### src/rtl/mac_stream_engine.sv
// Streaming MAC engine: a reloadable coefficient bank is replayed for every block of samples,
// producing one rounded, saturated dot product per block into a credit-protected output FIFO.
module mac_stream_engine #(
    parameter int DATA_WIDTH = 32,
    parameter int ADDR_LINES = 4,
    parameter int FRAC_BITS  = 16,
    parameter int OUT_DEPTH  = 4
) (
    input  logic                         clk_i,
    input  logic                         rst_i,
    input  logic [ADDR_LINES:0]          cfg_taps_i,
    input  logic                         coef_load_i,
    input  logic                         coef_valid_i,
    input  logic signed [DATA_WIDTH-1:0] coef_data_i,
    output logic                         coef_ready_o,
    input  logic                         sample_valid_i,
    input  logic signed [DATA_WIDTH-1:0] sample_data_i,
    output logic                         sample_ready_o,
    output logic                         result_valid_o,
    input  logic                         result_ready_i,
    output logic signed [DATA_WIDTH-1:0] result_data_o,
    output logic                         result_sat_o,
    output logic                         busy_o
);
    localparam int DEPTH  = 1 << ADDR_LINES;
    localparam int TW     = ADDR_LINES + 1;
    localparam int ACC_W  = 2 * DATA_WIDTH + ADDR_LINES;
    localparam int RW     = ACC_W + 1;
    localparam int CW     = $clog2(OUT_DEPTH + 1);
    localparam int PW     = $clog2(OUT_DEPTH);
    localparam int RND_SH = (FRAC_BITS > 0) ? FRAC_BITS - 1 : 0;

    localparam logic signed [RW-1:0] RND_C   = RW'(FRAC_BITS > 0) << RND_SH;
    localparam logic signed [RW-1:0] SAT_MAX = {{(RW-DATA_WIDTH+1){1'b0}}, {(DATA_WIDTH-1){1'b1}}};
    localparam logic signed [RW-1:0] SAT_MIN = {{(RW-DATA_WIDTH+1){1'b1}}, {(DATA_WIDTH-1){1'b0}}};

    typedef enum logic [1:0] {IDLE, LOAD, RUN} state_t;

    function automatic logic [TW-1:0] clamp_taps(input logic [TW-1:0] cfg);
        if (cfg == '0) return TW'(1);
        if (cfg > TW'(DEPTH)) return TW'(DEPTH);
        return cfg;
    endfunction

    // One guard bit above the accumulator keeps the rounding add from wrapping.
    function automatic logic signed [RW-1:0] round_acc(input logic signed [ACC_W-1:0] sum);
        logic signed [RW-1:0] ext;
        ext = RW'(sum);
        return (ext + RND_C) >>> FRAC_BITS;
    endfunction

    function automatic logic [DATA_WIDTH:0] sat_res(input logic signed [RW-1:0] v);
        if (v > SAT_MAX) return {1'b1, SAT_MAX[DATA_WIDTH-1:0]};
        if (v < SAT_MIN) return {1'b1, SAT_MIN[DATA_WIDTH-1:0]};
        return {1'b0, v[DATA_WIDTH-1:0]};
    endfunction

    state_t                         state_q, state_d;
    logic [TW-1:0]                  taps_q;
    logic [ADDR_LINES-1:0]          wr_ptr, rd_ptr;
    logic                           pending_q;
    logic signed [ACC_W-1:0]        acc_q, sum_c;
    logic                           vld_p1, last_p1;
    logic signed [2*DATA_WIDTH-1:0] prod_p1;
    logic signed [DATA_WIDTH-1:0]   coef_mem [DEPTH];
    logic signed [DATA_WIDTH-1:0]   fifo_data [OUT_DEPTH];
    logic                           fifo_sat [OUT_DEPTH];
    logic [PW-1:0]                  fifo_wr, fifo_rd;
    logic [CW-1:0]                  fifo_count;
    logic [CW:0]                    credit;
    logic [DATA_WIDTH:0]            res_c;
    logic coef_fire, sample_fire, wr_last, rd_last, load_req, go_load, push, pop;

    assign coef_fire   = coef_ready_o && coef_valid_i;
    assign sample_fire = sample_ready_o && sample_valid_i;
    assign wr_last     = ({1'b0, wr_ptr} == taps_q - TW'(1));
    assign rd_last     = ({1'b0, rd_ptr} == taps_q - TW'(1));
    assign load_req    = coef_load_i && (state_q == IDLE || state_q == RUN);
    assign go_load     = (state_q == RUN) && pending_q && !vld_p1;
    assign push        = vld_p1 && last_p1;
    assign pop         = result_valid_o && result_ready_i;
    assign credit      = {1'b0, fifo_count} + (CW+1)'(push);
    assign sum_c       = acc_q + ACC_W'(prod_p1);
    assign res_c       = sat_res(round_acc(sum_c));

    always_ff @(posedge clk_i) begin
        if (rst_i) state_q <= IDLE;
        else       state_q <= state_d;
    end

    always_comb begin
        state_d = state_q;
        case (state_q)
            IDLE:    if (coef_load_i) state_d = LOAD;
            LOAD:    if (coef_fire && wr_last) state_d = RUN;
            RUN:     if (go_load) state_d = LOAD;
            default: state_d = IDLE;
        endcase
    end

    always_comb begin
        coef_ready_o   = 1'b0;
        sample_ready_o = 1'b0;
        busy_o         = pending_q || vld_p1;
        case (state_q)
            LOAD: begin
                coef_ready_o = 1'b1;
                busy_o       = 1'b1;
            end
            RUN:     sample_ready_o = !pending_q && (credit < (CW+1)'(OUT_DEPTH));
            default: ;
        endcase
    end

    // Control: pointers, reload bookkeeping, accumulator and FIFO occupancy.
    always_ff @(posedge clk_i) begin
        if (rst_i) begin
            taps_q     <= TW'(1);
            wr_ptr     <= '0;
            rd_ptr     <= '0;
            pending_q  <= 1'b0;
            acc_q      <= '0;
            vld_p1     <= 1'b0;
            last_p1    <= 1'b0;
            fifo_wr    <= '0;
            fifo_rd    <= '0;
            fifo_count <= '0;
        end else begin
            if (load_req) taps_q <= clamp_taps(cfg_taps_i);

            if (go_load || state_q != RUN) pending_q <= 1'b0;
            else if (coef_load_i)          pending_q <= 1'b1;

            if (coef_fire) wr_ptr <= wr_last ? '0 : wr_ptr + 1'b1;

            if (go_load || (coef_fire && wr_last)) rd_ptr <= '0;
            else if (sample_fire)                  rd_ptr <= rd_last ? '0 : rd_ptr + 1'b1;

            if (go_load)     acc_q <= '0;
            else if (vld_p1) acc_q <= last_p1 ? '0 : sum_c;

            vld_p1  <= sample_fire;
            last_p1 <= sample_fire && rd_last;

            if (push) fifo_wr <= (fifo_wr == PW'(OUT_DEPTH - 1)) ? '0 : fifo_wr + 1'b1;
            if (pop)  fifo_rd <= (fifo_rd == PW'(OUT_DEPTH - 1)) ? '0 : fifo_rd + 1'b1;
            case ({push, pop})
                2'b10:   fifo_count <= fifo_count + 1'b1;
                2'b01:   fifo_count <= fifo_count - 1'b1;
                default: ;
            endcase
        end
    end

    // Stage 0 -> 1: coefficient bank write and product register.
    always_ff @(posedge clk_i) begin
        if (coef_fire) coef_mem[wr_ptr] <= coef_data_i;
        if (sample_fire) prod_p1 <= (2*DATA_WIDTH)'(sample_data_i) * (2*DATA_WIDTH)'(coef_mem[rd_ptr]);
    end

    // Stage 1 -> 2: finished dot products enter the output FIFO.
    always_ff @(posedge clk_i) begin
        if (push) begin
            fifo_data[fifo_wr] <= res_c[DATA_WIDTH-1:0];
            fifo_sat[fifo_wr]  <= res_c[DATA_WIDTH];
        end
    end

    assign result_valid_o = (fifo_count != '0);
    assign result_data_o  = result_valid_o ? fifo_data[fifo_rd] : '0;
    assign result_sat_o   = result_valid_o ? fifo_sat[fifo_rd] : 1'b0;
endmodule

### config.mk
export PLATFORM = sky130hd
export DESIGN_NAME = mac_stream_engine
export DESIGN_NICKNAME = d
export VERILOG_FILES = /design/src/rtl/mac_stream_engine.sv
export SDC_FILE = /design/constraint.sdc
export NUM_CORES = 2
export LEC_CHECK = 0
export CELL_PAD_IN_SITES_DETAIL_PLACEMENT = 0
export CELL_PAD_IN_SITES_GLOBAL_PLACEMENT = 1
export CORE_ASPECT_RATIO = 0.8
export CORE_MARGIN = 4
export CORE_UTILIZATION = 53
export DETAILED_ROUTE_END_ITERATION = 12
export GPL_TIMING_DRIVEN = 0
export PLACE_DENSITY = 0.87
export SYNTH_ARGS = -nofsm -noshare
export SYNTH_HDL_FRONTEND = slang
export SYNTH_SLANG_ARGS = --single-unit
### constraint.sdc
create_clock -name clk_i -period 11.7 [get_ports clk_i]
set_input_delay 2.34 -clock clk_i [delete_from_list [all_inputs] [get_ports clk_i]]
set_output_delay 2.34 -clock clk_i [all_outputs]
set_load 0.01 [all_outputs]
Word level (Yosys, flattened, before mapping)

Memory sizes are Yosys's and may differ from the RTL's. A register that Yosys moved wholly into a read port is not among the register bits.
Index checks and enable logic that the tools add are counted.
W data, S select, Z words.

Register bits: 157
RAM bits: 644
Input port bits: 75
Word-level logic and storage cells: 109
Memories: 3

Memories:

| name      | depth | bits a word | read ports | clocked after Yosys merged registers in | wr ports | line | RTL |
|---|---|---|---|---|---|---|---|
| coef_mem  | 16    | 32          | 1          | 1                                       | 1        | 65   | `logic signed [DATA_WIDTH-1:0] coef_mem [DEPTH];` |
| fifo_data | 4     | 32          | 1          | 1                                       | 1        | 66   | `logic signed [DATA_WIDTH-1:0] fifo_data [OUT_DEPTH];` |
| fifo_sat  | 4     | 1           | 1          | 1                                       | 1        | 67   | `logic fifo_sat [OUT_DEPTH];` |

$add $sub $neg: 10
Multiply operators: 1
Order comparisons: 4
Eq/ne operators: 12
Multiplexer cells: 43
Reductions and logical operators: 24

Operators with widths:

| cell                     | count |
|---|---|
| $mux W33                 | 4 |
| $add A68 B17 Y69 const B | 1 |
| $add A68 B64 Y68         | 1 |
| $mux W68                 | 1 |
| $mul A32 B32 Y64         | 1 |
| $gt A53 B32 Y1 const B   | 1 |
| $lt A53 B32 Y1 const B   | 1 |
| $mux W32                 | 1 |
| $mux W5                  | 4 |
| $mux W1                  | 18 |
| $mux W2                  | 9 |
| $mux W4                  | 4 |
| $eq A4 B5 Y1             | 2 |
| $logic_and A1 B1 Y1      | 10 |
| $add A4 B1 Y4 const B    | 2 |
| $eq A2 B2 Y1 const B     | 4 |
| $ne A2 B2 Y1 const B     | 4 |
| $pmux W2 S3              | 1 |
| $pmux W3 S2              | 1 |
| $reduce_or A2 Y1         | 3 |
| $gt A5 B5 Y1 const B     | 1 |
| $logic_not A5 Y1         | 1 |
| $sub A5 B1 Y5 const B    | 1 |
| $add A2 B1 Y2 const B    | 2 |
| 11 further kinds         | 16 |

Logic depth before layout (Yosys ltp)

Word-level depth: 10
Depth in mapped cells: 39
Gate-level depth less buffers: 36

Least setup slack after synthesis

OpenSTA, ideal clock, no wires.

Kind: input to register
From: input port sample_data_i[16]
To: register prod_p1[62] (data pin)
Library setup time: 0.266 ns
Data arrival time: 10.475 ns
Required time: 11.434 ns
Path slack: 0.959 ns
Stages: 32
Cells stage by stage: clkbuf_1 -> nand2_1 -> fa_1 -> inv_1 -> fa_1 -> inv_1 -> fa_1 -> fa_1 -> fa_1 -> inv_1 -> fa_1 -> inv_1 -> fa_1 -> fa_1 -> inv_1 -> ha_1 -> a21o_1 -> a21o_1 -> a21o_1 -> a2111oi_0 -> a31oi_1 -> a21o_1 -> a221o_1 -> a41oi_1 -> o21ai_0 -> o31ai_1 -> o21ai_0 -> a21oi_1 -> o21ai_0 -> a2111oi_0 -> nor3_1 -> xor2_1

Word-level cells in the longest chain between the ends: 1

Ends and longest elaborated chain:

| what                   | line | RTL |
|---|---|---|
| start: declaration     | 17   | `input logic signed [DATA_WIDTH-1:0] sample_data_i,` |
| $mul A32 B32 Y64       | 158  | `if (sample_fire) prod_p1 <= (2*DATA_WIDTH)'(sample_data_i) * (2*DATA_WIDTH)'(coef_mem[rd_ptr]);` |
| end signal: assignment | 158  |  |
| end: declaration       | 64   | `logic signed [2*DATA_WIDTH-1:0] prod_p1;` |

Every way passes these cells.
A chain may end at the register's enable or synchronous reset.

Worst setup path in the final report

From: input port sample_data_i[5]
To: register prod_p1[62] (data pin)

Same word-level chain as after synthesis.

==> flow_results.xml <==
<?xml version="1.0" encoding="UTF-8"?>
<metrics>
  <group name="floorplanning">
    <metric name="placeableCoreArea" unit="mm^2">0.135</metric>
    <metric name="die_w" unit="um">421</metric>
    <metric name="die-height" unit="um">338</metric>
    <metric name="placement_rows" unit="">120</metric>
    <metric name="initial_utilization" unit="%">53.6</metric>
    <metric name="die_area" unit="mm^2">0.142</metric>
    <metric name="pin_count" unit="">112</metric>
  </group>
  <group name="synth">
    <metric name="synthCells" unit="">6261</metric>
    <metric name="post_synthesis_share_of_cell_area_spent_on_xor_and_xnor_gates" unit="%">2.06</metric>
    <metric name="main_combinational_cell_family_by_area_after_synthesis" unit="">adder cells</metric>
    <metric name="yosys_register_bits" unit="">807</metric>
    <metric name="netlist_top_cells_area" unit="">fa_1, edfxtp_1, mux4_2</metric>
    <metric name="ys_dominant_reg_cell" unit="">edfxtp_1</metric>
    <metric name="synthMuxAreaShare" unit="%">6.16</metric>
    <metric name="share_of_synthesized_flip_flops_with_an_asynchronous_set_or_reset" unit="%">0</metric>
    <metric name="synth.distinct_cells" unit="">92</metric>
    <metric name="top_cell_type_s_share_of_synthesized_area" unit="%">30.1</metric>
    <metric name="synth_common_cells" unit="">fa_1, inv_1, edfxtp_1, nand2_1, and2_1</metric>
    <metric name="seq_area_frac_synth" unit="%">32.2</metric>
    <metric name="synth-simple-area-share" unit="%">12.6</metric>
    <metric name="synth_enable_flop_cells" unit="">708</metric>
    <metric name="synth.largest_area_cell" unit="">fa_1</metric>
    <metric name="postSynthAreaPerCell" unit="um^2">11.5</metric>
    <metric name="post-synth-top-count-cell" unit="">fa_1</metric>
    <metric name="share_of_synthesized_cell_area_in_full_adder_half_adder_and_majority_cells" unit="%">34.7</metric>
    <metric name="synth_compound_gate_area_share" unit="%">5.15</metric>
    <metric name="synth_fp_nets" unit="">7684</metric>
    <metric name="ys_warn_count" unit="">0</metric>
    <metric name="synthesis.area" unit="mm^2">0.0722</metric>
  </group>
  <group name="cts">
    <metric name="clock_latency" unit="ns">0.69</metric>
    <metric name="clock_tree_from_tritoncts" unit="">built</metric>
    <metric name="inserted_clock_buffers" unit="">77</metric>
    <metric name="cts-htree-levels" unit="">3</metric>
    <metric name="tritoncts_num_sinks" unit="">807</metric>
    <metric name="cts_hold_buf" unit="">0</metric>
    <metric name="clkTransAtPathRegs" unit="ns">0.06</metric>
    <metric name="clock-root-buffer" unit="">clkbuf_16</metric>
    <metric name="max-clock-path-buffers" unit="">3</metric>
  </group>
  <group name="worst_setup_path">
    <metric name="critPathArrivalTime" unit="ns">11.91</metric>
    <metric name="timing.critical_path.slowest_stage_cell" unit="">clkdlybuf4s50_1</metric>
    <metric name="timing.critical_path.fanout_max" unit="">10</metric>
    <metric name="worstSetupEndpointType" unit="">flip-flop</metric>
    <metric name="worst-path-buf-inv" unit="">4</metric>
    <metric name="critPathKind" unit="">in -&gt; reg</metric>
    <metric name="stage_delay_of_the_slowest_cell_on_the_critical_path" unit="ns">0.65</metric>
    <metric name="critical_path.most_common_cell" unit="">fa_1</metric>
    <metric name="critPathTopFamily" unit="">adder cells</metric>
    <metric name="cp_data_required_time" unit="ns">12.13</metric>
    <metric name="start_kind" unit="">primary input</metric>
  </group>
  <group name="timing">
    <metric name="maxSlewHeadroom" unit="%">5.15</metric>
    <metric name="rsz0062_at_grt" unit="">true</metric>
    <metric name="layout_worst_path_cycle_share" unit="%">98.1</metric>
    <metric name="timing.final.hold_violations" unit="">0</metric>
    <metric name="fmax" unit="GHz">0.0871</metric>
    <metric name="min_period" unit="ns">11.48</metric>
    <metric name="skew" unit="ns">0.0358</metric>
    <metric name="setup_total_negative_slack" unit="ns">0</metric>
    <metric name="slew_violations" unit="">0</metric>
    <metric name="worstMarginPinSlew" unit="ns">1.42</metric>
    <metric name="setup_viol" unit="">0</metric>
    <metric name="hold_slack" unit="ns">0.486</metric>
  </group>
  <group name="placed_design">
    <metric name="post-place-cells" unit="">8169</metric>
    <metric name="place_hpwl" unit="um">181000</metric>
    <metric name="port_buffers" unit="">110</metric>
    <metric name="routabilityCongestion" unit="">1.03</metric>
  </group>
  <group name="layout">
    <metric name="layout.filler_cells" unit="">10900</metric>
    <metric name="syn2layout_area_growth" unit="%">10.1</metric>
    <metric name="stdcell_count" unit="">8349</metric>
    <metric name="layout-drive-gt1-share" unit="%">9.67</metric>
    <metric name="design.final.nets" unit="">7917</metric>
  </group>
  <group name="run_status">
    <metric name="outcome" unit="">finished, final reports clean</metric>
  </group>
  <group name="global_routing">
    <metric name="pin_count_of_the_biggest_net_entering_global_routing" unit="">50</metric>
    <metric name="wire_length_of_the_first_global_routing_pass" unit="um">346000</metric>
    <metric name="grt_pass1_vias" unit="">51900</metric>
    <metric name="global_route.overflow_total" unit="">0</metric>
    <metric name="global_route_total_usage_across_every_layer" unit="%">33.9</metric>
    <metric name="antenna_found_initial" unit="">31</metric>
  </group>
  <group name="routing">
    <metric name="post_drt_via_cell_ratio" unit="">6.03</metric>
    <metric name="ant_nets" unit="">0</metric>
    <metric name="routed_wire_length_per_instance" unit="um">28.3</metric>
    <metric name="drt-pass1-iter-count" unit="">8</metric>
    <metric name="drc_errors" unit="">0</metric>
    <metric name="detailroute.via_count" unit="">50300</metric>
    <metric name="final_wirelength" unit="um">236000</metric>
    <metric name="drt_iter0_drc" unit="">6203</metric>
  </group>
  <group name="min_path">
    <metric name="min-delay-path-class" unit="">reg -&gt; reg</metric>
  </group>
  <group name="run">
    <metric name="drv.max_cap_violation_count" unit="">0</metric>
  </group>
</metrics>
-- routing by layer --
layer	track usage [%]	wire length, um	share of wire (%)	up-vias
li1	-	-	-	20800
met1	47.1	92200	39	25500
met2	47.6	97100	41	3402
met3	15.1	37100	16	574
met4	11.7	9890	4.2	16
met5	0.203	149	0.063	-
-- cell families (layout without fill, tap and decap cells) --
logic type / Yosys count / after routing
fa+ha+maj: 1348 / 1348
simple gates: 1789 / 1789
flops: 807 / 807
compound gates: 581 / 581
other cells: 0 / 24
buf+inv: 1365 / 1660
xor+xnor: 167 / 167
mux: 204 / 204
-- final timing paths --
path	startpoint	end	slack (ns)	cells after the start
min reg2reg	acc_q[56]$_SDFFE_PP0P_	acc_q[56]$_SDFFE_PP0P_	0.49	2
min	acc_q[56]$_SDFFE_PP0P_	acc_q[56]$_SDFFE_PP0P_	0.49	2
max reg2reg	flip-flop	prod_p1[62]$_DFFE_PP_	0.34	35
max	sample_data_i[5]	prod_p1[62]$_DFFE_PP_	0.22	30
-- worst register-to-register path: cells and delay by family, from the launching register on --
family | cells | cell delay [ns]
adder cells (fa/ha/maj) | 9 | 4.58
buffers and inverters | 7 | 0.95
multiplexers | 2 | 1.23
flip-flops | 1 | 0.41
XOR/XNOR | 1 | 0.34
AND/OR/NAND/NOR | 2 | 0.33
AO/OA/AOI/OAI | 14 | 3.32
-- flip-flops by register name, indices dropped and copies added (netlist names), 4 cells and up, named ones only --
signal	cells
fifo_data	128
fifo_sat	4
rd_ptr	4
coef_mem	512
acc_q	68
prod_p1	64
wr_ptr	4
taps_q	5
-- layout make-up --
type / instances / area [um^2] / share of cell area (%)
clock inverter: 50 / 526 / 0.662
timing repair buffer: 155 / 1690 / 2.13
inverter: 1051 / 3950 / 4.97
buffer: 313 / 1870 / 2.36
antenna: 24 / 60.1 / 0.0756
sequential: 807 / 23200 / 29.3
tap: 1769 / 2210 / 2.79
clock buffer: 91 / 1980 / 2.49
multi-input combinational: 4089 / 43900 / 55.3
-- repair_timing --
action / CTS / global route
cloned: 0 / 0
resized for setup: 269 / 227
buffers inserted: 1 / 15
pin swaps: 2 / 6
setup endpoints to repair: 14 / 5
-- through the flow --
stage	util, %	area, um^2	setup WS, ns
6_report	59.0	79400	0.219
5_1_grt	59.0	79400	-0.0164
4_1_cts	58.7	79000	0.00309
3_5_place_dp	56.5	76000	-1.83
3_3_place_gp	56.1	75500	-1.90
2_1_floorplan	-	72200	0.959
-- cell usage in the layout (no fill, tap or decap), types with 17 or more instances in the layout --
cell type / Yosys / final
a211oi_1: 17 / 17
a21o_1: 74 / 74
a21oi_1: 221 / 220
and2_1: 530 / 530
and3_1: 31 / 27
buf_2: 8 / 22
buf_4: 3 / 43
buf_6: 4 / 32
clkbuf_1: 272 / 135
clkbuf_16: 0 / 78
clkbuf_2: 1 / 70
clkbuf_4: 0 / 25
clkdlybuf4s50_1: 0 / 92
dfxtp_1: 99 / 99
diode_2: 0 / 24
edfxtp_1: 708 / 708
fa_1: 1084 / 1081
ha_1: 264 / 264
inv_1: 1051 / 1049
mux4_2: 192 / 192
nand2_1: 631 / 631
nand2b_1: 29 / 29
nand3_1: 56 / 56
nand4_1: 45 / 45
nor2_1: 226 / 214
nor2b_1: 86 / 86
nor3_1: 45 / 41
o21a_1: 26 / 26
o21ai_0: 87 / 84
o21ai_2: 30 / 31
o21bai_1: 21 / 21
or3_1: 19 / 19
xnor2_1: 104 / 104
xor2_1: 60 / 60
Power is not shown: default switching activity piles up to over one toggle a cycle in this logic, so the estimate is an artifact.
